`src/rtl/multicycle_alu.sv`:
```
// Registered multi-cycle ALU with START/DONE handshake and barrel shifter.
// Optional iterative shift-add multiplier enabled by defining MULTICYCLE_ALU_MUL_EN.
module multicycle_alu #(
    parameter int WIDTH = 8
) (
    input  logic             clk,
    input  logic             rst_n,
    input  logic             start,
    input  logic [3:0]       select,
    input  logic [WIDTH-1:0] data1,
    input  logic [WIDTH-1:0] data2,
    output logic [WIDTH-1:0] result,
    output logic             zero,
    output logic             overflow,
    output logic             err,
    output logic             busy,
    output logic             done
);
    localparam int SHW = $clog2(WIDTH);

    localparam logic [3:0] OP_FWD = 4'b0000;
    localparam logic [3:0] OP_ADD = 4'b0001;
    localparam logic [3:0] OP_SUB = 4'b0010;
    localparam logic [3:0] OP_AND = 4'b0011;
    localparam logic [3:0] OP_OR  = 4'b0100;
    localparam logic [3:0] OP_XOR = 4'b0101;
    localparam logic [3:0] OP_SLL = 4'b0110;
    localparam logic [3:0] OP_SRL = 4'b0111;
    localparam logic [3:0] OP_SRA = 4'b1000;
    localparam logic [3:0] OP_ROR = 4'b1001;

`ifdef MULTICYCLE_ALU_MUL_EN
    localparam logic [3:0] OP_MUL = 4'b1010;
    typedef enum logic [1:0] {S_IDLE = 2'd0, S_MUL = 2'd1, S_FIN = 2'd2} state_t;
`else
    typedef enum logic [1:0] {S_IDLE = 2'd0, S_FIN = 2'd2} state_t;
`endif

    state_t           state_r, state_next_s;
    logic [WIDTH-1:0] result_r;
    logic             zero_r, overflow_r, err_r;
    logic             busy_s, done_s;
    logic             accept_s, is_mul_s, load_alu_s, mul_last_s;
    logic [WIDTH-1:0] alu_res_s;
    logic             alu_ovf_s, alu_err_s;
    logic [SHW-1:0]   shamt_s;

    assign shamt_s    = data2[SHW-1:0];
    assign accept_s   = start && (state_r == S_IDLE || state_r == S_FIN);
    assign load_alu_s = accept_s && !is_mul_s;

`ifdef MULTICYCLE_ALU_MUL_EN
    logic [2*WIDTH-1:0] mcand_r, acc_r, acc_next_s;
    logic [WIDTH-1:0]   mplier_r;
    logic [SHW-1:0]     cnt_r;

    assign is_mul_s   = (select == OP_MUL);
    assign acc_next_s = mplier_r[0] ? (acc_r + mcand_r) : acc_r;
    assign mul_last_s = (state_r == S_MUL) && (cnt_r == SHW'(WIDTH - 1));

    // Shift-add multiplier datapath: one partial product per MUL cycle.
    always_ff @(posedge clk or negedge rst_n) begin
        if (!rst_n) begin
            mcand_r  <= '0;
            mplier_r <= '0;
            acc_r    <= '0;
            cnt_r    <= '0;
        end else if (accept_s && is_mul_s) begin
            mcand_r  <= {{WIDTH{1'b0}}, data1};
            mplier_r <= data2;
            acc_r    <= '0;
            cnt_r    <= '0;
        end else if (state_r == S_MUL) begin
            mcand_r  <= mcand_r << 1;
            mplier_r <= mplier_r >> 1;
            acc_r    <= acc_next_s;
            cnt_r    <= cnt_r + SHW'(1);
        end else begin
            cnt_r    <= cnt_r;
        end
    end
`else
    assign is_mul_s   = 1'b0;
    assign mul_last_s = 1'b0;
`endif

    // Single-cycle operation results; unknown opcodes flag an error with a zero result.
    always_comb begin
        alu_res_s = {WIDTH{1'b0}};
        alu_ovf_s = 1'b0;
        alu_err_s = 1'b0;
        case (select)
            OP_FWD: alu_res_s = data2;
            OP_ADD: begin
                alu_res_s = data1 + data2;
                alu_ovf_s = (data1[WIDTH-1] == data2[WIDTH-1]) && (alu_res_s[WIDTH-1] != data1[WIDTH-1]);
            end
            OP_SUB: begin
                alu_res_s = data1 - data2;
                alu_ovf_s = (data1[WIDTH-1] != data2[WIDTH-1]) && (alu_res_s[WIDTH-1] != data1[WIDTH-1]);
            end
            OP_AND: alu_res_s = data1 & data2;
            OP_OR:  alu_res_s = data1 | data2;
            OP_XOR: alu_res_s = data1 ^ data2;
            OP_SLL: alu_res_s = data1 << shamt_s;
            OP_SRL: alu_res_s = data1 >> shamt_s;
            OP_SRA: alu_res_s = $unsigned($signed(data1) >>> shamt_s);
            OP_ROR: begin
                for (int i = 0; i < WIDTH; i++) begin
                    alu_res_s[i] = data1[(i + int'(shamt_s)) % WIDTH];
                end
            end
            default: alu_err_s = 1'b1;
        endcase
    end

    // State register.
    always_ff @(posedge clk or negedge rst_n) begin
        if (!rst_n) begin
            state_r <= S_IDLE;
        end else begin
            state_r <= state_next_s;
        end
    end

    // Next-state logic; FIN accepts a new START exactly like IDLE.
    always_comb begin
        state_next_s = state_r;
        case (state_r)
            S_IDLE, S_FIN: begin
                if (accept_s) begin
`ifdef MULTICYCLE_ALU_MUL_EN
                    state_next_s = is_mul_s ? S_MUL : S_FIN;
`else
                    state_next_s = S_FIN;
`endif
                end else begin
                    state_next_s = S_IDLE;
                end
            end
`ifdef MULTICYCLE_ALU_MUL_EN
            S_MUL: begin
                if (mul_last_s) begin
                    state_next_s = S_FIN;
                end else begin
                    state_next_s = S_MUL;
                end
            end
`endif
            default: state_next_s = S_IDLE;
        endcase
    end

    // Handshake outputs decoded from the state register.
    always_comb begin
        busy_s = 1'b0;
        done_s = 1'b0;
        case (state_r)
`ifdef MULTICYCLE_ALU_MUL_EN
            S_MUL:   busy_s = 1'b1;
`endif
            S_FIN:   done_s = 1'b1;
            default: begin
                busy_s = 1'b0;
                done_s = 1'b0;
            end
        endcase
    end

    // Result and flag registers; updated only on completion so they hold otherwise.
    always_ff @(posedge clk or negedge rst_n) begin
        if (!rst_n) begin
            result_r   <= {WIDTH{1'b0}};
            zero_r     <= 1'b1;
            overflow_r <= 1'b0;
            err_r      <= 1'b0;
        end else if (load_alu_s) begin
            result_r   <= alu_res_s;
            zero_r     <= (alu_res_s == {WIDTH{1'b0}});
            overflow_r <= alu_ovf_s;
            err_r      <= alu_err_s;
`ifdef MULTICYCLE_ALU_MUL_EN
        end else if (mul_last_s) begin
            result_r   <= acc_next_s[WIDTH-1:0];
            zero_r     <= (acc_next_s[WIDTH-1:0] == {WIDTH{1'b0}});
            overflow_r <= |acc_next_s[2*WIDTH-1:WIDTH];
            err_r      <= 1'b0;
`endif
        end else begin
            result_r   <= result_r;
        end
    end

    assign result   = result_r;
    assign zero     = zero_r;
    assign overflow = overflow_r;
    assign err      = err_r;
    assign busy     = busy_s;
    assign done     = done_s;

endmodule

```
`config.mk`:
```
export PLATFORM = sky130hd
export DESIGN_NAME = multicycle_alu
export DESIGN_NICKNAME = d
export VERILOG_FILES = /design/src/rtl/multicycle_alu.sv
export SDC_FILE = /design/constraint.sdc
export NUM_CORES = 1
export LEC_CHECK = 0
export CORE_MARGIN = 8
export CORE_UTILIZATION = 40
export CTS_BUF_LIST = sky130_fd_sc_hd__clkbuf_4 sky130_fd_sc_hd__clkbuf_8
export CTS_CLUSTER_SIZE = 40
export DETAILED_ROUTE_END_ITERATION = 8
export GPL_TIMING_DRIVEN = 0
export PLACE_DENSITY = 0.71
export SYNTH_ARGS = -nofsm -noshare
export SYNTH_HDL_FRONTEND = slang
export SYNTH_SLANG_ARGS = --single-unit
```
`constraint.sdc`:
```
create_clock -name clk -period 0.8 [get_ports clk]
set_input_delay 0.08 -clock clk [delete_from_list [all_inputs] [get_ports clk]]
set_output_delay 0.08 -clock clk [all_outputs]
set_load 0.05 [all_outputs]
```
After elaboration in Yosys (flattened, before gate mapping) --
Cells that the tools add are included.
Storage, ports and cells: register bits 13, output and inout port bits 13
Cells by class: add/sub/neg operators 9, $lt $le $gt $ge 8, eq/ne operators 14, shift operators 3, multiplexer cells 29, bitwise operators 10, reductions and logical operators 16
Operators with widths (number):
- 8-bit one-hot mux with 10 select lines | 1
- 4-bit by 5-bit less-than comparator with 1-bit output, second input constant | 7
- 1-bit binary-select mux with 3-bit select | 8
- 3-bit OR reduction | 7
- 1-bit two-way mux | 17
- 4-bit by 3-bit == test with 1-bit output, second input constant | 4
- 3-bit adder, first input constant | 4
- 10-bit OR reduction | 1
- 8-bit adder | 1
- 8-bit AND | 1
- 4-bit by 2-bit == test with 1-bit output, second input constant | 2
- 4-bit == test, second input constant | 2
- 8-bit logical NOT | 1
- 8-bit bitwise OR | 1
- 8-bit by 3-bit << shifter with 8-bit output | 1
- 8-bit by 3-bit >> shifter with 8-bit output | 1
- 8-bit by 3-bit >>> shifter with 8-bit output | 1
- 8-bit subtractor | 1
- 8-bit XOR | 1
- 1-bit AND, first input constant | 7
- 2-bit by 3-bit adder with 3-bit output, first input constant | 2
- 4-bit by 1-bit == test with 1-bit output, second input constant | 1
- 4-bit logical NOT | 1
- 3-bit by 4-bit less-than comparator with 1-bit output, second input constant | 1
- other kinds (10) | 15

Depth between registers and ports, before layout --
depth in word-level cells 8, gate-level depth with buffers 12, gate-level depth less buffers 10

Worst setup path after synthesis --
No wires, ideal clock.
kind input port to flip-flop, start in data2[0], end reg zero_r, in the netlist zero, arrival time 2.961 ns, slack -2.259 ns, stages on the path 10, path buffers 3, cells stage by stage buf_6 > clkbuf_1 > clkbuf_1 > inv_1 > ha_1 > xor2_1 > mux4_2 > and2_0 > or4_4 > o41ai_2
Between the ends: word-level cells in the longest chain between the ends 6, elaborated cells between the ends (all ways) 40, those cells by class add/sub (9); shift (3); mux (24); bitwise (3); reduce/logical (1)
RTL lines:
- start: declaration | RTL line 11 | input logic [WIDTH-1:0] data2,
- 1-bit by 3-bit adder with 3-bit output (tied with other cells) | RTL line 110 | alu_res_s[i] = data1[(i + int'(shamt_s)) % WIDTH];
- 1-bit binary-select mux with 3-bit select | RTL line 110
- 1-bit two-way mux (implied by the code) (2 in series) | RTL line 110
- 8-bit one-hot mux with 10 select lines * | RTL line 92 | case (select)
- 8-bit logical NOT * | RTL line 179 | zero_r <= (alu_res_s == {WIDTH{1'b0}});
- end signal: assignment | RTL line 179
- end: declaration | RTL line 41 | logic zero_r, overflow_r, err_r;
Mark *: on every way between the ends. The rest lies on a longest branch, timed or not. The select of a mux whose other input is x is not followed. A chain may end at the register's enable or synchronous reset.

Worst setup path in the final report --
Ends and elaborated chain as after synthesis.

==> results.cfg <==
[sta]
slew_viol_final = 0
fmaxAchievable_ghz = 0.426
setup_viol = 23
relSlewSlack = 0.584
finalHoldViolCount = 0
final.min_clock_period_ns = 2.35
final.setup_skew_ns = 0
rsz0062_at_grt = yes
timing.final.crit_share = 2.94
fin_hold_ws_ns = 0.113
fin_tns_setup_ns = -12.61
finalWorstSetupSlack_ns = -1.55
tightest_slew_ns = 0.619

[global_routing]
grt_pass1_vias = 2854
grt_pass1_wl_um = 15500
antenna_found_initial = 0
grt-ovfl-total = 0
grt_max_degree = 13
grt.total_usage = 0.197

[yosys]
postSynthAreaPerCell_um2 = 8.20
synthSimpleGateAreaFrac = 0.209
yosys_warnings = 0
synth_top_area_frac = 0.123
synthMuxAreaShare = 0.202
syn_area_mm2 = 0.00264
synth_compound_area_frac = 0.227
synth_fa_ha_area_frac = 0.138
synth_fp_nets = 373
synth-seq-area-share = 0.114
synth_edf_count = 0
synth_cells = 322
post_synth_num_cell_types = 71
synth_top_family_by_area = compound AO/OA/AOI/OAI gates
ys.flop_type = dfrtp_1
ys_ff_latch = 12
async_flop_share = 1.00
synth_area_leaders = ha_1 (12%), dfrtp_1 (10%), mux4_2 (7.7%), a21oi_1 (4.5%), mux4_1 (4.0%)
synth_area_leader_cell = ha_1
synth_xor_area_frac = 0.0299

[die]
coreArea_mm2 = 0.00639
pin_count = 36
placementRows = 29
die_w_um = 97.2
die_h_um = 97.2
die-area_mm2 = 0.00946
start_util = 0.413

[power_and_ir_drop]
vdd_drop_max_v = 0.00124
finalPower_uw = 4330
leakage_uw = 0.00171
p_per_area_mw_per_mm2 = 1050

[critical_path]
crit_required_ns = 0.96
crit_family = simple AND/OR/NAND/NOR gates
slowest_delay_ns = 0.56
crit_type = primary input to flip-flop
worstSetupEndpointType = flip-flop
crit_path_max_fanout = 2
crit_arrival_ns = 2.51
cp_slowest_cell = mux4_2
start_kind = primary input
worst-path-buf-inv = 5
path_cells = buf_12 -> buf_12 -> clkbuf_16 -> clkbuf_16 -> clkinv_8 -> ha_4 -> xor2_2 -> mux4_2 -> and2_4 -> or4_4 -> o41ai_2

[finish]
layout.cells.non_filler = 470
fill_cells = 520
final_area_mm2 = 0.00412
n_antenna_cell = 0
nets = 445
synthToLayoutAreaGrowth_pct = 56.0
layout-drive-gt1-share = 0.471

[cts]
cts.clk_slew.worst_paths_ns = 0.05
clock_path_buffers = 2
ctsHoldBuffers = 0
cts_tree = yes
h-tree-depth = 1
clkLatencyLatePin_ns = 0.25
cts_buffers = 3
clockRootBuffer = clkbuf_8
clkSinkCount = 12

[placement]
numPortBuffers = 33
hpwl_um = 6710
placedInstanceArea_mm2 = 0.00325
dp.cells = 432
gp_congestion = 0.971

[flow_run]
cap_violations = 0

[run_status]
status = finished with violations
violations = negative setup slack

[detailed_routing]
routed_wl_um = 9920
vias_per_cell = 6.46
wl_per_cell_um = 21.1
drc = 0
ant_nets = 0
first_pass_iters = 5
drt-initial-drc-count = 349
route.vias.total = 3035

[min_path]
hold_class = primary input to flip-flop
metal layers:
| metal | vias up | GRT usage | wire length [um] |
|---|---|---|---|
| li1 | 1353 | - | - |
| met1 | 1427 | 0.253 | 3920 |
| met2 | 215 | 0.326 | 4620 |
| met3 | 40 | 0.0299 | 1010 |
| met4 | 0 | 0.0699 | 370 |
| met5 | - | 0 | 0 |
flip-flops by register name (all words and copies together), names as in the netlist:
signal and cells:
err 1, overflow 1, result 8, state_r 1, zero 1
stage by stage:
stage,setup slack (ns),utilization
floorplan,-1.60,-
global placement,-2.63,0.508
detailed placement,-2.63,0.508
CTS,-1.53,0.624
global route,-1.58,0.645
finish,-1.55,0.645
layout by cell type (no fill, tap or decap), types with 7 or more instances in the layout:
cell	netlist	routed
a21oi_1	24	17
buf_12	0	7
buf_4	1	33
buf_6	1	18
clkbuf_4	0	7
clkbuf_8	0	8
dfrtp_1	11	10
ha_1	26	13
ha_4	0	10
inv_1	23	13
mux2_4	3	7
mux2i_1	9	8
mux4_2	9	11
nand2_1	18	17
nor2_1	28	25
o21ai_0	15	12
logic make-up after synthesis:
kind of cell / count (synthesis)
compound gates: 87
xor+xnor: 9
fa+ha+maj: 28
buf+inv: 50
flops: 12
mux: 33
other cells: 1
simple gates: 102
power by group:
part	leakage, uW	switching (uW)	internal, uW
Combinational	0.00153	1530	1360
Clock	0.0000288	250	437
Sequential	0.000142	62.1	692
Total	0.00171	1840	2490
path summary, 6_finish.rpt:
kind,end,slack (ns),cells after the start,startpoint
max reg2reg,result[7],-0.01,1,result[7]
max in group asynchronous,err,0.26,1,rst_n
min in group asynchronous,result[3],0.17,1,rst_n
min reg2reg,result[6],0.54,1,result[6]
max,zero,-1.55,11,data2[0]
min,state_r[1],0.11,1,start
cells in the mapped netlist, types with 2 or more instances:
cell type   n
nor2_1     28
buf_2       5
a221oi_1    4
mux2_2      7
fa_1        2
a21oi_1    24
nand4_1     2
xor2_1      3
o31ai_1     2
nand4b_1    3
o41ai_2     2
a32oi_1     2
nand2b_1    4
o221ai_1    2
dfrtp_1    11
nor2b_1     4
ha_1       26
a31oi_1     2
mux4_1      4
xnor2_1     6
nor4_1      2
a22oi_1     3
mux2_4      3
a32o_1      2
nand2_1    18
buf_1       3
mux4_2      9
o211ai_1    6
inv_1      23
o21ai_0    15
nor3_1     12
o21bai_1    2
and3b_1     4
clkbuf_1   16
nand3b_1    3
nor3b_1     3
o22ai_1     6
and2_1      2
mux2i_1     9
nand3_1     7
cell type report:
cell class              instances  area, um2  share of cell area
multi-input cells             260       2550               0.619
inverters                      24        140              0.0340
plain buffers                  22        253              0.0614
well taps                      77       96.3              0.0234
clock buffers                   4       55.1              0.0134
repair buffers                 71        722               0.175
flip-flops and latches         12        303              0.0735
repair_timing:
item,CTS,global route
setup buffers,28,6
endpoints found under the setup margin,23,23
gates resized for setup,265,34
pin swaps,28,16
gates cloned,4,0
No activity file was read; power rests on OpenSTA's default activity.
